**src/rtl/hazard_unit_if.sv**
```systemverilog
// Pipeline <-> hazard unit signal bundle. The master is the pipeline/cache side;
// the slave is the hazard unit itself.
interface hazard_unit_if #(
    parameter int unsigned PERF_W = 32
);
    logic [4:0]        rs1_id;
    logic [4:0]        rs2_id;
    logic              use_rs1_id;
    logic              use_rs2_id;
    logic [4:0]        rd_ex;
    logic              ex_is_load;
    logic              br_taken_ex;
    logic [31:0]       br_target_ex;
    logic              imem_req;
    logic              imem_resp;
    logic              dmem_req;
    logic              dmem_resp;
    logic              freeze;
    logic              stall_front;
    logic              flush_ifid;
    logic              flush_idex;
    logic              pc_redirect;
    logic [31:0]       pc_redirect_target;
    logic [PERF_W-1:0] perf_stall_cycles;

    modport master (
        output rs1_id, rs2_id, use_rs1_id, use_rs2_id, rd_ex, ex_is_load,
               br_taken_ex, br_target_ex, imem_req, imem_resp, dmem_req, dmem_resp,
        input  freeze, stall_front, flush_ifid, flush_idex, pc_redirect,
               pc_redirect_target, perf_stall_cycles
    );

    modport slave (
        input  rs1_id, rs2_id, use_rs1_id, use_rs2_id, rd_ex, ex_is_load,
               br_taken_ex, br_target_ex, imem_req, imem_resp, dmem_req, dmem_resp,
        output freeze, stall_front, flush_ifid, flush_idex, pc_redirect,
               pc_redirect_target, perf_stall_cycles
    );
endinterface

```
**src/rtl/hazard_unit.sv**
```systemverilog
// Pipeline hazard control: load-use bubbles, branch redirects (deferred behind an
// imem miss), data-cache freeze. Define HAZARD_PERF_EN to enable the stall counter.
module hazard_unit #(
    parameter int unsigned PERF_W = 32
) (
    input  logic         clk,
    input  logic         rst_n,
    hazard_unit_if.slave bus
);
    typedef enum logic {RUN, REDIR_WAIT} state_t;

    state_t      state_q, state_d;
    logic [31:0] tgt_q, tgt_d;
    logic        load_use, imem_miss;
    logic        freeze_c, stall_c, flush_ifid_c, flush_idex_c, redir_c;
    logic [31:0] redir_tgt_c;

    assign load_use = bus.ex_is_load && (bus.rd_ex != 5'd0) &&
                      ((bus.use_rs1_id && (bus.rs1_id == bus.rd_ex)) ||
                       (bus.use_rs2_id && (bus.rs2_id == bus.rd_ex)));
    assign imem_miss = bus.imem_req && !bus.imem_resp;

    always_comb begin
        state_d      = state_q;
        tgt_d        = tgt_q;
        freeze_c     = bus.dmem_req && !bus.dmem_resp;
        stall_c      = 1'b0;
        flush_ifid_c = 1'b0;
        flush_idex_c = 1'b0;
        redir_c      = 1'b0;
        redir_tgt_c  = '0;
        if (!rst_n) begin
            // Reset presents empty pipeline registers with nothing held or frozen.
            freeze_c     = 1'b0;
            flush_ifid_c = 1'b1;
            flush_idex_c = 1'b1;
        end else begin
            unique case (state_q)
                RUN: begin
                    if (freeze_c) begin
                        stall_c = 1'b1;
                    end else if (bus.br_taken_ex) begin
                        flush_ifid_c = 1'b1;
                        flush_idex_c = 1'b1;
                        if (imem_miss) begin
                            // Outstanding fetch must drain before the PC may move.
                            stall_c = 1'b1;
                            tgt_d   = bus.br_target_ex;
                            state_d = REDIR_WAIT;
                        end else begin
                            redir_c     = 1'b1;
                            redir_tgt_c = bus.br_target_ex;
                        end
                    end else if (load_use || imem_miss) begin
                        stall_c      = 1'b1;
                        flush_idex_c = 1'b1;
                    end
                end
                REDIR_WAIT: begin
                    stall_c      = 1'b1;
                    flush_ifid_c = !freeze_c;
                    flush_idex_c = !freeze_c;
                    if (bus.imem_resp) begin
                        redir_c     = 1'b1;
                        redir_tgt_c = tgt_q;
                        state_d     = RUN;
                    end
                end
                default: state_d = RUN;
            endcase
        end
    end

    always_ff @(posedge clk or negedge rst_n) begin
        if (!rst_n) begin
            state_q <= RUN;
            tgt_q   <= '0;
        end else begin
            state_q <= state_d;
            tgt_q   <= tgt_d;
        end
    end

    assign bus.freeze             = freeze_c;
    assign bus.stall_front        = stall_c;
    assign bus.flush_ifid         = flush_ifid_c;
    assign bus.flush_idex         = flush_idex_c;
    assign bus.pc_redirect        = redir_c;
    assign bus.pc_redirect_target = redir_tgt_c;

`ifdef HAZARD_PERF_EN
    logic [PERF_W-1:0] perf_q;

    always_ff @(posedge clk or negedge rst_n) begin
        if (!rst_n) begin
            perf_q <= '0;
        end else if (freeze_c || stall_c) begin
            perf_q <= perf_q + PERF_W'(1);
        end
    end

    assign bus.perf_stall_cycles = perf_q;
`else
    assign bus.perf_stall_cycles = '0;
`endif
endmodule

```
**src/flat_wrapper.sv**
```systemverilog
// flat-port wrapper written by rule: the top's interface ports become plain ports
module hazard_unit_flat 
#(
    parameter int unsigned PERF_W = 32
)
  (clk, rst_n, bus_rs1_id, bus_rs2_id, bus_use_rs1_id, bus_use_rs2_id, bus_rd_ex, bus_ex_is_load, bus_br_taken_ex, bus_br_target_ex, bus_imem_req, bus_imem_resp, bus_dmem_req, bus_dmem_resp, bus_freeze, bus_stall_front, bus_flush_ifid, bus_flush_idex, bus_pc_redirect, bus_pc_redirect_target, bus_perf_stall_cycles);
  hazard_unit_if #(.PERF_W(PERF_W)) bus_i ();
  input  logic clk;
  input  logic rst_n;
  input wire logic [$bits(bus_i.rs1_id)-1:0] bus_rs1_id;
  input wire logic [$bits(bus_i.rs2_id)-1:0] bus_rs2_id;
  input wire logic [$bits(bus_i.use_rs1_id)-1:0] bus_use_rs1_id;
  input wire logic [$bits(bus_i.use_rs2_id)-1:0] bus_use_rs2_id;
  input wire logic [$bits(bus_i.rd_ex)-1:0] bus_rd_ex;
  input wire logic [$bits(bus_i.ex_is_load)-1:0] bus_ex_is_load;
  input wire logic [$bits(bus_i.br_taken_ex)-1:0] bus_br_taken_ex;
  input wire logic [$bits(bus_i.br_target_ex)-1:0] bus_br_target_ex;
  input wire logic [$bits(bus_i.imem_req)-1:0] bus_imem_req;
  input wire logic [$bits(bus_i.imem_resp)-1:0] bus_imem_resp;
  input wire logic [$bits(bus_i.dmem_req)-1:0] bus_dmem_req;
  input wire logic [$bits(bus_i.dmem_resp)-1:0] bus_dmem_resp;
  output wire logic [$bits(bus_i.freeze)-1:0] bus_freeze;
  output wire logic [$bits(bus_i.stall_front)-1:0] bus_stall_front;
  output wire logic [$bits(bus_i.flush_ifid)-1:0] bus_flush_ifid;
  output wire logic [$bits(bus_i.flush_idex)-1:0] bus_flush_idex;
  output wire logic [$bits(bus_i.pc_redirect)-1:0] bus_pc_redirect;
  output wire logic [$bits(bus_i.pc_redirect_target)-1:0] bus_pc_redirect_target;
  output wire logic [$bits(bus_i.perf_stall_cycles)-1:0] bus_perf_stall_cycles;
  assign bus_i.rs1_id = bus_rs1_id;
  assign bus_i.rs2_id = bus_rs2_id;
  assign bus_i.use_rs1_id = bus_use_rs1_id;
  assign bus_i.use_rs2_id = bus_use_rs2_id;
  assign bus_i.rd_ex = bus_rd_ex;
  assign bus_i.ex_is_load = bus_ex_is_load;
  assign bus_i.br_taken_ex = bus_br_taken_ex;
  assign bus_i.br_target_ex = bus_br_target_ex;
  assign bus_i.imem_req = bus_imem_req;
  assign bus_i.imem_resp = bus_imem_resp;
  assign bus_i.dmem_req = bus_dmem_req;
  assign bus_i.dmem_resp = bus_dmem_resp;
  assign bus_freeze = bus_i.freeze;
  assign bus_stall_front = bus_i.stall_front;
  assign bus_flush_ifid = bus_i.flush_ifid;
  assign bus_flush_idex = bus_i.flush_idex;
  assign bus_pc_redirect = bus_i.pc_redirect;
  assign bus_pc_redirect_target = bus_i.pc_redirect_target;
  assign bus_perf_stall_cycles = bus_i.perf_stall_cycles;
  hazard_unit #(.PERF_W(PERF_W)) u_core (.clk(clk), .rst_n(rst_n), .bus(bus_i));
endmodule
```
**config.mk**
```make
export PLATFORM = sky130hd
export DESIGN_NAME = hazard_unit_flat
export DESIGN_NICKNAME = d
export VERILOG_FILES = /design/src/rtl/hazard_unit_if.sv /design/src/rtl/hazard_unit.sv /design/src/flat_wrapper.sv
export SDC_FILE = /design/constraint.sdc
export NUM_CORES = 1
export LEC_CHECK = 0
export CORE_MARGIN = 5
export CORE_UTILIZATION = 36
export CTS_BUF_LIST = sky130_fd_sc_hd__clkbuf_2
export DETAILED_ROUTE_END_ITERATION = 8
export PLACE_DENSITY = 0.79
export SYNTH_ARGS = -nofsm -noshare
export SYNTH_HDL_FRONTEND = slang
export SYNTH_SLANG_ARGS = --single-unit
```
**constraint.sdc**
```tcl
create_clock -name clk -period 1.7 [get_ports clk]
set_clock_uncertainty 0.15 [all_clocks]
set_input_delay 0.255 -clock clk [delete_from_list [all_inputs] [get_ports clk]]
set_output_delay 0.255 -clock clk [all_outputs]
set_load 0.05 [all_outputs]
```
==> results by group, run 1 <==
Cells and area
  • Final nets: 393
  • Cell Count, Final, Fillers Out: 412
  • Layout cells sized above 1: 0.507
  • P&R area growth vs syn: 100%
  • Number of inserted diodes: 0

Timing
  • RSZ-0062 raised after global routing: true
  • Sum Neg Setup Slack: -23.54 ns
  • Final Worst Setup Slack: -0.493 ns
  • FMAX: 0.456 GHz
  • Slew Viols, Final: 0
  • Worst Hold Slack: 0.0443 ns
  • Tmin final: 2.19 ns
  • Period utilization: 1.29
  • # setup viols final: 69
  • Final hold vios: 0

Floorplan
  • Die H: 89.1 um
  • Row Count: 28
  • DIE WIDTH: 89.1 um
  • Initial core utilization: 0.376
  • Num ports: 126
  • Die area: 7940 sq um
  • Core area: 5990 sq um

Setup path
  • CP Capture Type: primary output
  • Highest-delay cell along the critical path: dfrtp_2
  • Crit path buf inv count: 2
  • Worst setup path class: flip-flop to primary output
  • Crit path largest cell delay: 0.49 ns
  • Levels on crit path: 5
  • CP max FO: 15
  • Most used cell, CP: buf_12
  • Worst-path cell chain: o21bai_4, a21oi_4, buf_12, nor3_4, buf_12
  • Crit path to: bus_pc_redirect_target[30]
  • Critical R2R Launch: u_core.state_q$_DFFE_PN0P_
  • Reg2reg end: u_core.tgt_q[5]$_DFFE_PN0P_
  • Critical Path AT: 1.79 ns
  • FF-to-FF path depth: 6
  • CP Launch Type: flip-flop
  • Worst endpoint required time: 1.29 ns
  • Reg2Reg Setup Slack: -0.27 ns
  • Cell family with most CP delay: flip-flops
  • Critical path startpoint: u_core.state_q$_DFFE_PN0P_

Detailed routing
  • Vias: 2025
  • # DRC: 0
  • Vias per cell: 4.92
  • Final WL: 7.34 mm
  • Iteration-0 DRC count of the detailed router: 47
  • Routed Antenna Nets: 0
  • Drt wl/cell: 17.8 um
  • Pre-antenna DRT Iters: 5

Logic synthesis
  • Syn_area_per_cell: 10.6 sq um
  • Post-Syn Area: 2250 sq um
  • Synth Instances: 212
  • Library cells used by synthesis: 31
  • Sequential area share after synthesis: 0.366
  • Synthesis Warnings: 0
  • Flops & latches, synth: 33

GRT
  • Total global-route track usage: 0.197
  • Pin count of the biggest net entering global routing: 19
  • Initial antenna violation count: 0
  • GRT overflow: 0
  • Vias in the first global route: 2317
  • First-pass GRT wire length: 11.9 mm

CTS
  • CTS HTree Levels: 2
  • CTS tree: built
  • Largest buffer count on any clock path: 2
  • Clock root cell: clkbuf_2
  • TritonCTS Buffers: 5
  • Worst skew pair latency: 0.36 ns
  • CTS sink cnt: 33
  • Clock transition at the registers of the reported paths: 0.17 ns

Place
  • Port bufs: 93
  • Placed insts: 391
  • Place WS: -0.761 ns
  • GP Congestion: 0.802
  • Hpwl dp: 5.20 mm

Outcome
  • Status: finished, violations left
  • Failing checks: negative setup slack

Job
  • Max-cap violations: 0

Hold path
  • Worst hold path class: input pin to async pin

Power
  • Power Density: 694 nW/um^2
  • VDD IR-drop max: 0.424 mV
  • Tot Pwr: 3.13 mW
  • Leakage Power: 1.92 nW
==> sequential cells by signal (all words and copies together) (netlist names) <==
signal	cells
u_core.state_q	1
u_core.tgt_q	32
==> per-stage QoR <==
step / cell area, sq um / utilization
2_1_floorplan: 2860 / -
5_1_grt: 4510 / 0.752
4_1_cts: 4550 / 0.759
6_report: 4510 / 0.752
3_5_place_dp: 4120 / 0.688
3_3_place_gp: 4120 / 0.688
==> how the worst min path moves through the flow <==
stage / from / endpoint / slack (ns) / cells past startpoint
finish: rst_n / u_core.tgt_q[22]$_DFFE_PN0P_ / 0.04 / 3
detailed placement: rst_n / u_core.tgt_q[23]$_DFFE_PN0P_ / 0.12 / 2
floorplan: rst_n / u_core.state_q$_DFFE_PN0P_ / -0.19 / 0
global placement: rst_n / u_core.tgt_q[28]$_DFFE_PN0P_ / 0.13 / 2
CTS: rst_n / u_core.tgt_q[23]$_DFFE_PN0P_ / 0.34 / 3
global route: rst_n / u_core.tgt_q[15]$_DFFE_PN0P_ / 0.05 / 3
==> cell usage in the layout (no fill, tap or decap), types with 2 or more instances in the layout <==
| master | count |
|---|---|
| xor2_1 | 7 |
| nand2_1 | 2 |
| nor2_4 | 2 |
| dlygate4sd3_1 | 3 |
| mux2_4 | 32 |
| clkbuf_2 | 10 |
| buf_12 | 42 |
| nor4_2 | 2 |
| buf_8 | 3 |
| mux2i_1 | 31 |
| nor3_4 | 33 |
| buf_16 | 2 |
| buf_4 | 17 |
| clkdlybuf4s50_1 | 39 |
| conb_1 | 32 |
| buf_6 | 7 |
| clkdlybuf4s15_1 | 2 |
| buf_2 | 5 |
| dfrtp_1 | 32 |
| dlygate4sd2_1 | 8 |
| and2_1 | 2 |
| xnor2_1 | 2 |
==> cells by family after synthesis <==
logic type,count (synthesis),synth area share
buffers and inverters,47,0.145
flip-flops,33,0.366
other,1,0.00166
AO/OA/AOI/OAI,10,0.0289
multiplexers,64,0.302
AND/OR/NAND/NOR,47,0.117
XOR/XNOR,10,0.0389
==> tightest hold or removal path, stage by stage <==
cell and delay [ns]:
buf_2 0.13, dlymetal6s4s_1 0.29, buf_4 0.29
==> timing repair <==
| action | in CTS | in global routing |
|---|---|---|
| endpoints found under the setup margin | 69 | 70 |
| gates cloned | 4 | 0 |
| resized for setup | 90 | 13 |
| pin swaps | 15 | 5 |
| endpoints found under the hold margin | 33 | 8 |
| setup buffers | 10 | 0 |
| hold buffers | 1 | 3 |
==> per-layer routing <==
layer / up-vias / GRT usage / part of all wire
li1: 936 / - / -
met1: 997 / 0.235 / 0.38
met2: 80 / 0.340 / 0.52
met3: 12 / 0.0737 / 0.089
met4: 0 / 0.0433 / 0.012
met5: - / 0 / 0
==> Yosys cell counts (all sizes together) <==
library cell	count	area share
a32oi	1	0.0039
or4	1	0.0033
o41ai	1	0.0039
xnor2	2	0.0078
a21oi	2	0.0044
mux2	32	0.16
clkinv	1	0.0017
nor4	3	0.0083
conb	1	0.0017
dfrtp	33	0.37
clkbuf	3	0.0050
o31ai	1	0.0033
or2	1	0.0039
mux2i	32	0.14
a21o	1	0.0033
nand2	2	0.0033
nor3	33	0.078
o21bai	1	0.0033
buf	42	0.14
and2	2	0.0056
xor2	8	0.031
nor2	3	0.0050
o21ai	3	0.0067
inv	1	0.0017
nor2b	2	0.0089
==> power by group <==
group / internal, mW / switching [mW]
Combinational: 0.802 / 0.834
Clock: 0.121 / 0.260
Sequential: 0.988 / 0.122
==> layout make-up <==
type / instances / area (sq um)
Multi-Input combinational cell: 163 / 1830
Timing Repair Buffer: 131 / 1710
Inverter: 2 / 8.76
Fill cell: 394 / 1480
Sequential cell: 33 / 827
Tap cell: 75 / 93.8
Clock buffer: 8 / 40.0
Power figures use the tool's default switching activity.
==> run 2: changes to the inputs <==
SKIP_LAST_GASP = 1   (was not set)
==> run 2 against run 1 <==
Against the previous run: the flow still finishes with violations (negative setup slack); combinational power is essentially flat; sequential power is essentially flat; final area fell by 0.17%; first-iteration DRC count shrank 8.5%; critical endpoint is now bus_pc_redirect_target[29].
==> results by group, run 2 (synthesis results as in run 1) <==
Cells and area
  • Number of inserted diodes: 0 (unchanged)
  • Post-layout util: 0.751 (was 0.752)
  • Max reg flops: 32 (unchanged)
  • Registers with the most flip-flops: u_core.tgt_q x32, u_core.state_q x1 (unchanged)
  • Final nets: 393 (unchanged)
  • Most frequent cells in the layout: 44 x buf_12, 39 x clkdlybuf4s50_1, 33 x nor3_4 (was 42 x buf_12, 39 x clkdlybuf4s50_1, 33 x nor3_4)
  • P&R area growth vs syn: 99.7% (was 100%)
  • Leading cell type in the layout, fill and taps excluded: buf_12 (unchanged)
  • Reg with most FFs: u_core.tgt_q (unchanged)
  • Layout cells sized above 1: 0.510 (was 0.507)

Outcome
  • Status: finished, violations left (unchanged)
  • Failing checks: negative setup slack (unchanged)

Setup path
  • CP Launch Type: flip-flop (unchanged)
  • Critical R2R Launch: u_core.state_q$_DFFE_PN0P_ (unchanged)
  • Critical Path AT: 1.77 ns (was 1.79 ns)
  • Worst endpoint required time: 1.29 ns (about the same)
  • CP Capture Type: primary output (unchanged)
  • Reg2Reg Setup Slack: -0.26 ns (was -0.27 ns)
  • Critical path startpoint: u_core.state_q$_DFFE_PN0P_ (unchanged)
  • FF-to-FF path depth: 6 (unchanged)
  • CP max FO: 15 (unchanged)
  • Worst setup path class: flip-flop to primary output (unchanged)
  • Crit path to: bus_pc_redirect_target[29] (was bus_pc_redirect_target[30])
  • Reg2reg end: u_core.tgt_q[16]$_DFFE_PN0P_ (was u_core.tgt_q[5]$_DFFE_PN0P_)

CTS
  • CTS tree: built (unchanged)
  • CTS HTree Levels: 2 (unchanged)
  • Clock transition at the registers of the reported paths: 0.17 ns (about the same)
  • Clock root cell: clkbuf_2 (unchanged)
  • Largest buffer count on any clock path: 2 (unchanged)
  • TritonCTS Buffers: 5 (unchanged)
  • CTS sink cnt: 33 (unchanged)
  • Worst skew pair latency: 0.35 ns (was 0.36 ns)

Detailed routing
  • Routed Antenna Nets: 0 (unchanged)
  • Final WL: 7.26 mm (was 7.34 mm)
  • # DRC: 0 (unchanged)
  • Vias per cell: 4.91 (was 4.92)
  • Vias: 2024 (was 2025)
  • Iteration-0 DRC count of the detailed router: 43 (was 47)
  • Drt wl/cell: 17.6 um (was 17.8 um)
  • Pre-antenna DRT Iters: 4 (was 5)

Floorplan
  • Core area: 5990 sq um (unchanged)
  • Num ports: 126 (unchanged)
  • Initial core utilization: 0.376 (unchanged)
  • Row Count: 28 (unchanged)
  • Die area: 7940 sq um (unchanged)
  • Die H: 89.1 um (unchanged)
  • DIE WIDTH: 89.1 um (unchanged)

GRT
  • Total global-route track usage: 0.193 (was 0.197)
  • Vias in the first global route: 2312 (was 2317)
  • Initial antenna violation count: 0 (unchanged)
  • First-pass GRT wire length: 11.7 mm (was 11.9 mm)
  • Pin count of the biggest net entering global routing: 19 (unchanged)
  • GRT overflow: 0 (unchanged)

Timing
  • # setup viols final: 69 (unchanged)
  • RSZ-0062 raised after global routing: true (unchanged)
  • Final Worst Setup Slack: -0.479 ns (was -0.493 ns)
  • Period utilization: 1.28 (was 1.29)
  • Slew Viols, Final: 0 (unchanged)
  • Tmin final: 2.18 ns (was 2.19 ns)
  • Final hold vios: 0 (unchanged)
  • FMAX: 0.459 GHz (was 0.456 GHz)
  • Sum Neg Setup Slack: -23.09 ns (was -23.54 ns)

Power
  • VDD IR-drop max: 0.436 mV (was 0.424 mV)
  • Power Density: 694 nW/um^2 (about the same)
  • Leakage Power: 1.92 nW (about the same)

Place
  • Port bufs: 93 (unchanged)
  • Hpwl dp: 5.20 mm (unchanged)
  • GP Congestion: 0.802 (unchanged)

Hold path
  • Worst hold path class: input pin to async pin (unchanged)

Job
  • Max-cap violations: 0 (unchanged)
==> run 2: metal layers <==
metal | GRT usage | up-vias | share of wire
li1 | - | 938 | -
met1 | 0.222 | 998 | 0.38
met2 | 0.342 | 78 | 0.52
met3 | 0.0728 | 10 | 0.089
met4 | 0.0406 | 0 | 0.010
met5 | 0 | - | 0
==> run 2: final cells by class <==
| cell class | count | area [sq um] |
|---|---|---|
| timing repair buffer | 131 | 1690 |
| fill | 397 | 1490 |
| inverter | 2 | 8.76 |
| sequential | 33 | 827 |
| multi-input combinational | 163 | 1840 |
| tap | 75 | 93.8 |
| clock buffer | 8 | 40.0 |
==> run 2: critical path: stages, from the launching register on <==
cell and delay, ns:
dfrtp_2 0.49, o21bai_4 0.20, a21oi_4 0.24, buf_12 0.25
nor3_4 0.07, buf_12 0.15
==> run 2: stage by stage <==
step | worst slack (ns) | power (mW) | hold slack, ns | std cells | cell area, sq um
after CTS | -0.516 | 3.09 | 0.336 | 413 | 4490
after global routing | -0.598 | 3.29 | 0.0510 | 412 | 4500
after detailed placement | -0.761 | 2.56 | 0.124 | 391 | 4120
after floorplan | -0.301 | 2.09 | -0.191 | 243 | 2860
final | -0.479 | 3.12 | 0.0395 | 412 | 4500
after global placement | -0.683 | 2.52 | 0.128 | 391 | 4120
==> run 2: how the worst min path moves through the flow <==
stage               slack (ns)                      endpoint  cells past startpoint  startpoint
finish                    0.04  u_core.tgt_q[22]$_DFFE_PN0P_                      3       rst_n
global route              0.05  u_core.tgt_q[15]$_DFFE_PN0P_                      3       rst_n
CTS                       0.34  u_core.tgt_q[23]$_DFFE_PN0P_                      3       rst_n
detailed placement        0.12  u_core.tgt_q[23]$_DFFE_PN0P_                      2       rst_n
global placement          0.13  u_core.tgt_q[28]$_DFFE_PN0P_                      2       rst_n
floorplan                -0.19    u_core.state_q$_DFFE_PN0P_                      0       rst_n
==> run 2: what timing repair did <==
action	in CTS	in global routing
hold buffers	1	3
setup endpoints to repair	69	70
gates cloned	4	0
resized for setup	74	28
setup buffers	10	2
endpoints found under the hold margin	33	6
pin swaps	15	5
==> run 2: where the power goes <==
| group | internal, mW | switching (mW) |
|---|---|---|
| sequential | 0.988 | 0.122 |
| combinational | 0.802 | 0.831 |
| clock | 0.121 | 0.256 |
| total | 1.91 | 1.21 |
